===== src/rtl/conv_operand_streamer.sv =====
// conv_operand_streamer: walks the convolution loop nest, reads feature-map and kernel words and streams paired a/b operands
// Ports: clk/arst_n_in (async active-low reset), start (accepted in IDLE), busy/done status,
//   fm_re/fm_addr/fm_rdata and k_re/k_addr/k_rdata drive two 1-cycle-latency memories,
//   a_*/b_* form the paired operand stream (a_valid == b_valid).
// Optional: CONV_STREAMER_STALL_CNT_EN adds stall_cycles, a saturating count of cycles with valid held but not accepted.
module conv_operand_streamer #(
  parameter int FEATURE_MAP_WIDTH  = 1024,
  parameter int FEATURE_MAP_HEIGHT = 1024,
  parameter int INPUT_NB_CHANNELS  = 64,
  parameter int OUTPUT_NB_CHANNELS = 64,
  parameter int KERNEL_SIZE        = 3,
  parameter int DATA_WIDTH         = 16,
  parameter int ADDR_WIDTH         = 32
) (
  input  logic                  clk,
  input  logic                  arst_n_in,
  input  logic                  start,
  output logic                  busy,
  output logic                  done,
  output logic                  fm_re,
  output logic [ADDR_WIDTH-1:0] fm_addr,
  input  logic [DATA_WIDTH-1:0] fm_rdata,
  output logic                  k_re,
  output logic [ADDR_WIDTH-1:0] k_addr,
  input  logic [DATA_WIDTH-1:0] k_rdata,
`ifdef CONV_STREAMER_STALL_CNT_EN
  output logic [31:0]           stall_cycles,
`endif
  output logic                  a_valid,
  output logic                  b_valid,
  input  logic                  a_ready,
  input  logic                  b_ready,
  output logic [DATA_WIDTH-1:0] a_data,
  output logic [DATA_WIDTH-1:0] b_data
);
  localparam int PAD = KERNEL_SIZE / 2;
  typedef enum logic [1:0] {IDLE, RUN, DRAIN} state_t;
  state_t state_q, state_d;
  logic signed [31:0] x_q, y_q, ci_q, co_q, kv_q, kh_q;
  logic signed [31:0] x_d, y_d, ci_d, co_d, kv_d, kh_d;
  logic signed [31:0] c_x, c_y, c_ci, c_co, c_kv, c_kh, xx, yy, fa, ka;
  logic w_kh, w_kv, w_co, w_ci, w_y, last, idle_start, pop;
  logic issue_q, issue_d, pad_q, pad_d, wr_q, wr_d, wpad_q, wpad_d;
  logic busy_q, busy_d, done_q, done_d, fm_re_q, fm_re_d, k_re_q, k_re_d;
  logic [ADDR_WIDTH-1:0] fm_addr_q, fm_addr_d, k_addr_q, k_addr_d;
  logic [2:0] occ_q, occ_d;
  logic [1:0] wptr_q, wptr_d, rptr_q, rptr_d;
  logic [DATA_WIDTH-1:0] a_mem_q [4], a_mem_d [4], b_mem_q [4], b_mem_d [4];
`ifdef CONV_STREAMER_STALL_CNT_EN
  logic [31:0] stall_q, stall_d;
  assign stall_cycles = stall_q;
`endif
  assign busy    = busy_q;
  assign done    = done_q;
  assign fm_re   = fm_re_q;
  assign k_re    = k_re_q;
  assign fm_addr = fm_addr_q;
  assign k_addr  = k_addr_q;
  assign a_valid = occ_q != 3'd0;
  assign b_valid = occ_q != 3'd0;
  assign a_data  = a_mem_q[rptr_q];
  assign b_data  = b_mem_q[rptr_q];
  always_comb begin
    pop = a_valid && a_ready && b_ready;
    wr_d = issue_q;
    wpad_d = pad_q;
    occ_d = occ_q + {2'b00, wr_q} - {2'b00, pop};
    wptr_d = wptr_q + {1'b0, wr_q};
    rptr_d = rptr_q + {1'b0, pop};
    a_mem_d = a_mem_q;
    b_mem_d = b_mem_q;
    if (wr_q) begin
      a_mem_d[wptr_q] = wpad_q ? '0 : fm_rdata;
      b_mem_d[wptr_q] = k_rdata;
    end
    idle_start = state_q == IDLE && start;
    c_x  = idle_start ? '0 : x_q;
    c_y  = idle_start ? '0 : y_q;
    c_ci = idle_start ? '0 : ci_q;
    c_co = idle_start ? '0 : co_q;
    c_kv = idle_start ? '0 : kv_q;
    c_kh = idle_start ? '0 : kh_q;
    // next cycle's outstanding slots = FIFO after this edge + read in flight + new issue
    issue_d = idle_start || (state_q == RUN && {1'b0, occ_d} + {3'b000, issue_q} < 4'd4);
    xx = c_x + c_kh - PAD;
    yy = c_y + c_kv - PAD;
    pad_d = xx < 0 || xx >= FEATURE_MAP_WIDTH || yy < 0 || yy >= FEATURE_MAP_HEIGHT;
    fa = (yy * FEATURE_MAP_WIDTH + xx) * INPUT_NB_CHANNELS + c_ci;
    ka = ((c_co * INPUT_NB_CHANNELS + c_ci) * KERNEL_SIZE + c_kv) * KERNEL_SIZE + c_kh;
    w_kh = c_kh == KERNEL_SIZE - 1;
    w_kv = w_kh && c_kv == KERNEL_SIZE - 1;
    w_co = w_kv && c_co == OUTPUT_NB_CHANNELS - 1;
    w_ci = w_co && c_ci == INPUT_NB_CHANNELS - 1;
    w_y  = w_ci && c_y == FEATURE_MAP_HEIGHT - 1;
    last = w_y && c_x == FEATURE_MAP_WIDTH - 1;
    kh_d = !issue_d ? c_kh : w_kh ? '0 : c_kh + 1;
    kv_d = !(issue_d && w_kh) ? c_kv : w_kv ? '0 : c_kv + 1;
    co_d = !(issue_d && w_kv) ? c_co : w_co ? '0 : c_co + 1;
    ci_d = !(issue_d && w_co) ? c_ci : w_ci ? '0 : c_ci + 1;
    y_d  = !(issue_d && w_ci) ? c_y : w_y ? '0 : c_y + 1;
    x_d  = !(issue_d && w_y) ? c_x : last ? '0 : c_x + 1;
    fm_re_d = issue_d && !pad_d;
    k_re_d = issue_d;
    fm_addr_d = fm_re_d ? fa[ADDR_WIDTH-1:0] : fm_addr_q;
    k_addr_d = issue_d ? ka[ADDR_WIDTH-1:0] : k_addr_q;
    done_d = state_q == DRAIN && occ_d == 3'd0 && !issue_q;
    state_d = issue_d && last ? DRAIN : idle_start ? RUN : done_d ? IDLE : state_q;
    busy_d = state_d != IDLE;
`ifdef CONV_STREAMER_STALL_CNT_EN
    stall_d = idle_start ? '0 : a_valid && !(a_ready && b_ready) && stall_q != '1 ? stall_q + 1 : stall_q;
`endif
  end
  always_ff @(posedge clk or negedge arst_n_in) begin
    if (!arst_n_in) begin
      state_q <= IDLE;
      {x_q, y_q, ci_q, co_q, kv_q, kh_q} <= '0;
      {issue_q, pad_q, wr_q, wpad_q, busy_q, done_q, fm_re_q, k_re_q} <= '0;
      fm_addr_q <= '0;
      k_addr_q <= '0;
      occ_q <= '0;
      wptr_q <= '0;
      rptr_q <= '0;
      a_mem_q <= '{default: '0};
      b_mem_q <= '{default: '0};
`ifdef CONV_STREAMER_STALL_CNT_EN
      stall_q <= '0;
`endif
    end else begin
      state_q <= state_d;
      {x_q, y_q, ci_q, co_q, kv_q, kh_q} <= {x_d, y_d, ci_d, co_d, kv_d, kh_d};
      {issue_q, pad_q, wr_q, wpad_q, busy_q, done_q, fm_re_q, k_re_q} <=
        {issue_d, pad_d, wr_d, wpad_d, busy_d, done_d, fm_re_d, k_re_d};
      fm_addr_q <= fm_addr_d;
      k_addr_q <= k_addr_d;
      occ_q <= occ_d;
      wptr_q <= wptr_d;
      rptr_q <= rptr_d;
      a_mem_q <= a_mem_d;
      b_mem_q <= b_mem_d;
`ifdef CONV_STREAMER_STALL_CNT_EN
      stall_q <= stall_d;
`endif
    end
  end
endmodule

===== config.mk =====
export PLATFORM = sky130hd
export DESIGN_NAME = conv_operand_streamer
export DESIGN_NICKNAME = d
export VERILOG_FILES = /design/src/rtl/conv_operand_streamer.sv
export SDC_FILE = /design/constraint.sdc
export NUM_CORES = 1
export LEC_CHECK = 0
export BUFFER_PORTS_ARGS = -buffer_cell sky130_fd_sc_hd__buf_4
export CORE_ASPECT_RATIO = 0.6
export CORE_MARGIN = 5
export CORE_UTILIZATION = 60
export DETAILED_ROUTE_END_ITERATION = 8
export GPL_ROUTABILITY_DRIVEN = 0
export PLACE_DENSITY = 0.78
export SLEW_MARGIN = 20
export SYNTH_ARGS = -nofsm -noshare
export SYNTH_HDL_FRONTEND = slang
export SYNTH_SLANG_ARGS = --single-unit

===== constraint.sdc =====
create_clock -name clk -period 12.25 [get_ports clk]
set_clock_uncertainty 0.05 [all_clocks]
set_input_delay 0.6125 -clock clk [delete_from_list [all_inputs] [get_ports clk]]
set_output_delay 0.6125 -clock clk [all_outputs]
set_load 0.05 [all_outputs]

=== After elaboration in Yosys (flattened, before gate mapping) ===
Index checks and enable logic that the tools add are counted.

* Word-level logic and storage cells: 128
* Output and inout port bits: 102
* Input port bits: 37
* Bits in registers: 400

* Bitwise gates (word level): 2
* Equality and inequality tests: 8
* Reduce and logical (&&, ||, !) cells: 29
* Order comparisons: 8
* Add/subtract/negate cells: 20
* Multiply operators: 2
* Muxes and demuxes: 32

{| class="wikitable"
|+ Operator list
! cell !! count
|-
| $mux 32 || 18
|-
| $add 32x1->32 const B || 6
|-
| $add 32x32->32 || 6
|-
| $bwmux 64 || 2
|-
| $mux 16 || 6
|-
| $bmux 16 s2 || 2
|-
| $eq 32x11->1 const B || 2
|-
| $eq 32x3->1 const B || 2
|-
| $eq 32x7->1 const B || 2
|-
| $ge 32x12->1 const B || 2
|-
| $lt 32x1->1 const B || 2
|-
| $mul 32x3->32 const B || 2
|-
| $sub 32x2->32 const B || 2
|-
| $demux 16 s2 || 1
|-
| $add 26x26->26 || 1
|-
| $logic_and 1x1->1 || 19
|-
| $ge 3x3->1 const B || 2
|-
| $mux 2 || 3
|-
| $not 2->3 || 2
|-
| $add 2x1->2 || 2
|-
| $add 3x1->4 || 1
|-
| $logic_or 1x1->1 || 4
|-
| $lt 4x3->1 const B || 1
|-
| $add 3x1->3 || 1
|-
| 9 further kinds || 10
|}

=== Longest topological paths before layout ===
* Word-level depth: 12
* Gate-level depth with buffers: 54
* Mapped depth without buffers: 45

=== Least setup slack after synthesis ===
OpenSTA, ideal clock, no wires.

* Path kind: input-to-reg
* From: input start
* To: register k_addr_q[31] (netlist: k_addr[31])
* Library setup time: 128 ps
* Path buffers: 9
* Required time: 12,072 ps
* Data arrival time: 10,519 ps
* Stages on the path: 53
* Path slack: 1,553 ps
* Cells stage by stage: or3b_1 -> buf_2 -> clkbuf_1 -> buf_2 -> buf_2 -> clkbuf_1 -> clkbuf_1 -> buf_1 -> clkbuf_1 -> clkbuf_1 -> and2_1 -> ha_1 -> ha_1 -> a21oi_1 -> a211oi_1 -> o21ai_0 -> o311ai_0 -> o21ai_0 -> [17 not listed] -> xnor2_1 -> ha_1 -> inv_1 -> fa_1 -> inv_1 -> ha_1 -> a21o_1 -> a21o_1 -> a21o_1 -> a21o_1 -> a31oi_1 -> o21ai_0 -> a21oi_1 -> xnor2_1 -> xnor2_1 -> xor2_1 -> o21bai_1 -> nand3_1

* Longest elaborated chain between the ends: 7
* Elaborated cells between the ends (all ways): 11
* Those cells by class: add/sub: 3; mul: 2; mux: 4; reduce/logical: 2

{| class="wikitable"
|+ Ends and longest elaborated chain
! element !! line !! source
|-
| from (decl) || 17 || <nowiki>input logic start,</nowiki>
|-
| $logic_and 1x1->1 * || 76 || <nowiki>idle_start = state_q == IDLE && start;</nowiki>
|-
| $mux 32, on equally long branches || 79, 80 ||
|-
| $add 32x32->32 || 89 || <nowiki>ka = ((c_co * INPUT_NB_CHANNELS + c_ci) * KERNEL_SIZE + c_kv) * KERNEL_SIZE + c_kh;</nowiki>
|-
| $mul 32x3->32 || 89 ||
|-
| $add 32x32->32 || 89 ||
|-
| $mul 32x3->32 || 89 ||
|-
| $add 32x32->32 || 89 ||
|-
| to (signal assigned) || 134 || <nowiki>k_addr_q <= k_addr_d;</nowiki>
|-
| to (decl) || 45 || <nowiki>logic [ADDR_WIDTH-1:0] fm_addr_q, fm_addr_d, k_addr_q, k_addr_d;</nowiki>
|}

Every way passes the cells marked *; elsewhere a longest branch is shown, timed or not.
A chain may end at the register's enable or synchronous reset.

=== Worst setup path after layout ===
* From: register state_q[0]
* To: register k_addr_q[31] (netlist: k_addr[31])

* Longest elaborated chain between the ends: 8
* Elaborated cells between the ends (all ways): 14
* Those cells by class: add/sub: 3; mul: 2; eq/ne: 1; mux: 4; reduce/logical: 4

{| class="wikitable"
|+ Ends and longest elaborated chain
! element !! line !! source
|-
| from (decl) || 38 || <nowiki>state_t state_q, state_d;</nowiki>
|-
| from (signal assigned) || 129 || <nowiki>state_q <= state_d;</nowiki>
|-
| $logic_not 2->1 || 76 ||
|-
| $logic_and 1x1->1 || 76 ||
|-
| $mux 32, on equally long branches || 79, 80 ||
|-
| $add 32x32->32 || 89 ||
|-
| $mul 32x3->32 || 89 ||
|-
| $add 32x32->32 || 89 ||
|-
| $mul 32x3->32 || 89 ||
|-
| $add 32x32->32 || 89 ||
|}

Parallel ways exist; a longest one is shown, timed or not.

==> summary.md <==
| Metric | Value |
|---|---|
| Max Cap Viol | 0 |
| Post-Synth Simple-Gate Area | 18.1% |
| EDFF count, synth | 0 |
| CP peak stage delay | 0.64 ns |
| Net Count, Synth | approximately 4100 |
| Worst-path clk slew | 0.06 ns |
| Clock share of power | a little under a fifth |
| Hold violation count in the final report | 0 |
| Clk sink count | 400 |
| Origin of the worst setup path | state_q[0]$_DFF_PN0_ |
| Sw power | between 3 and 4 mW |
| Syn Inst Count | 3704 |
| Postcts setup bufs | 0 |
| First-pass GRT wire length | approximately 140 mm |
| Worst setup path class | flip-flop to flip-flop |
| Largest net degree at the start of global routing | 176 |
| Most frequent CP cell | ha_1 |
| Io pins | 139 |
| Post-synthesis register bit count | 400 |
| Post-synthesis sequential area ratio | between 30% and 40% |
| Critical Path End Type | flip-flop |
| Initial antenna violation count | 0 |
| Clock Path Buffers | 3 |
| Critical R2R Launch | state_q[0]$_DFF_PN0_ |
| Skew-Pair Late Insertion Delay | 0.59 ns |
| Met1 Track Usage GR | 47.7% |
| Clock root cell | clkbuf_16 |
| Worst setup SP type | flip-flop |
| Outcome | finished, final reports clean |
| Hold WC Path Type | input port to async pin |
| Slew Limit Fails | 0 |
| Total GRT Usage | 30.4% |
| Commonest non-fill, non-tap cells in the layout | inv_1 (436), nand2_1 (432), dfrtp_1 (399) |
| Xor/xnor cell area share of the yosys netlist | between 8 and 9% |
| Switching part of the total | 45.0% |
| Pint | 3.92 mW |
| Data arrival, critical path | 10.79 ns |
| DIE AREA | roughly 0.059 sq mm |
| Port bufs | 138 |
| Crit path buf inv count | 5 |
| Crit-path max FO | 45 |
| Number of global-route vias before repair | 25431 |
| Register Area | 0.0100 sq mm |
| Residual DRC | 0 |
| Area of the mapped netlist | approximately 0.032 sq mm |
| Gr ovfl total | 0 |
| Fin nets | 4203 |
| Die height | around 190 um |
| RSZ-0062 raised after global routing | false |
| Post-cts sizing count | 0 |
| Reg power frac | 24.1% |
| Pleak | 17.5 nW |
| Cell area power density | 201 mW/mm^2 |
| Maximum VDD drop | 162 uV |
| Total power | around 7.1 mW |
| Dominant delay contributor by cell family on the critical path | compound AO/OA/AOI/OAI gates |
| CTS tree | yes |
| Critical Path Stages | 44 |
| Grt met2 use | 41.4% |
| Multi-input logic area | 0.0202 sq mm |
| Row cnt | 65 |
| Largest regs | a_mem_q: 64 flops, b_mem_q: 64 flops |
| Layout cells sized above 1 | roughly 10% |
| Fillers | 4284 |
| Grt peak-use layer | met1 |
| Warnings from Yosys | 0 |
| Detail Route Antenna Nets | 0 |
| Layout area overhead | 9.56% |
| First-pass iteration count of the detailed router | 7 |
| Post-synthesis average cell area | 8.71 sq um |
| Compound-gate portion of the synthesized area | 13.3% |
| Critical path's slowest cell | or3b_4 |
| Synth Area in Adders | 16.3% |
| Hold_buf cts | 0 |
| Final wirelength | 90.5 mm |
| Inserted Clock Buffers | between 40 and 50 |
| Core ar. | approximately 0.053 sq mm |
| Met3 usage | 9.46% |
| Mux contribution to synthesized area | 5.91% |
| R2R depth | 44 |
| Distinct cells, synth | 85 |
| Worst path required time | 12.64 ns |
| WL/cell | 20.0 um |
| Hpwl dp | ~70 mm |
| Worst slew pin tran | around 1.1 ns |
| Die width | 309 um |
| H-tree depth | 2 |
| Most common cell after layout, fill and taps aside | inv_1 |
| Setup TNS | 0 ns |
| Starting Density | between 60% and 70% |
| DR vias/cell | between 6 and 7 |
| Vias | around 27000 |
| Fin crit period | 10.40 ns |
| Async SR Flop Fraction | 100% |
| Comb pwr share | 57.0% |
| Fmax | 0.0962 GHz |
| Setup-failing EPs final | 0 |
| Largest family of logic cells by synthesized area | simple AND/OR/NAND/NOR gates |
| Initial drt markers | 3153 |
| Primary FF master, synth | dfrtp_1 |
| Final cycle utilization of the critical path | 84.9% |
| Slew margin rel. | 25.1% |
-- metrics by stage --
step | cell area, sq um | instances | setup WS, ns | utilization (%) | hold WS [ns]
3_3_place_gp | 33900 | 4448 | 2.03 | 64.2 | 0.285
2_1_floorplan | 32300 | 3704 | 1.55 | - | 0.267
5_1_grt | 35400 | 4521 | 1.22 | 66.9 | 0.112
3_5_place_dp | 33900 | 4448 | 1.80 | 64.2 | 0.288
4_1_cts | 35300 | 4521 | 1.99 | 66.9 | 0.0710
6_report | 35400 | 4524 | 1.85 | 66.9 | 0.0186
-- Yosys cell counts (all sizes together), types with 25 or more instances --
cell / count / area [sq um]
a21o: 69 / 518
a21oi: 169 / 846
a31oi: 27 / 175
and2: 57 / 357
and3: 40 / 250
clkbuf: 98 / 369
dfrtp: 400 / 10000
fa: 64 / 1280
ha: 314 / 3930
inv: 436 / 1640
mux2: 100 / 1130
mux4: 32 / 721
nand2: 432 / 1620
nand2b: 40 / 250
nand3: 99 / 508
nand4: 73 / 457
nor2: 234 / 878
nor2b: 26 / 163
nor3: 84 / 420
nor4: 55 / 344
o21a: 25 / 188
o21ai: 212 / 1060
o21bai: 35 / 263
xnor2: 183 / 1600
xor2: 141 / 1230
-- per-layer routing --
layer  part of all wire [%]  vias to the layer above
met3                     12                      124
li1                       -                    12939
met2                     39                     1298
met5                      0                        -
met1                     47                    13052
met4                    1.8                        0
-- final timing paths --
check                                     endpoint  slack [ns]
max                         k_addr[31]$_DFFE_PN0N_        1.85
min                         k_addr[14]$_DFFE_PN0N_        0.02
max in group asynchronous   a_mem_q[9]$_DFFE_PN0P_       10.59
min reg2reg                       wpad_q$_DFF_PN0_        0.30
max reg2reg                 k_addr[31]$_DFFE_PN0N_        1.85
min in group clk           b_mem_q[46]$_DFFE_PN0P_        0.24
-- cells by family after synthesis --
kind of cell	after synthesis
compound gates	686
xor+xnor	324
fa+ha+maj	382
buf+inv	554
flops	400
mux	138
simple gates	1220
-- area by class of cell --
cell class	instances	area share, %
Tap cell	703	2.49
Timing Repair Buffer	158	3.45
Clock buffer	52	3.24
Sequential cell	400	28.3
Clock inverter	21	0.732
Antenna cell	3	0.0212
Multi-Input combinational cell	2750	57.1
Inverter	437	4.64
-- power by group through the flow --
stage / Clock [mW] / Sequential (mW) / Combinational (mW)
6_report: 1.34 / 1.72 / 4.06
5_1_grt: 1.42 / 1.74 / 4.42
4_1_cts: 1.36 / 1.71 / 4.01
3_5_place_dp: 0 / 1.73 / 3.99
3_3_place_gp: 0 / 1.72 / 3.94
2_1_floorplan: 0 / 1.77 / 2.92
Power figures use the tool's default switching activity.
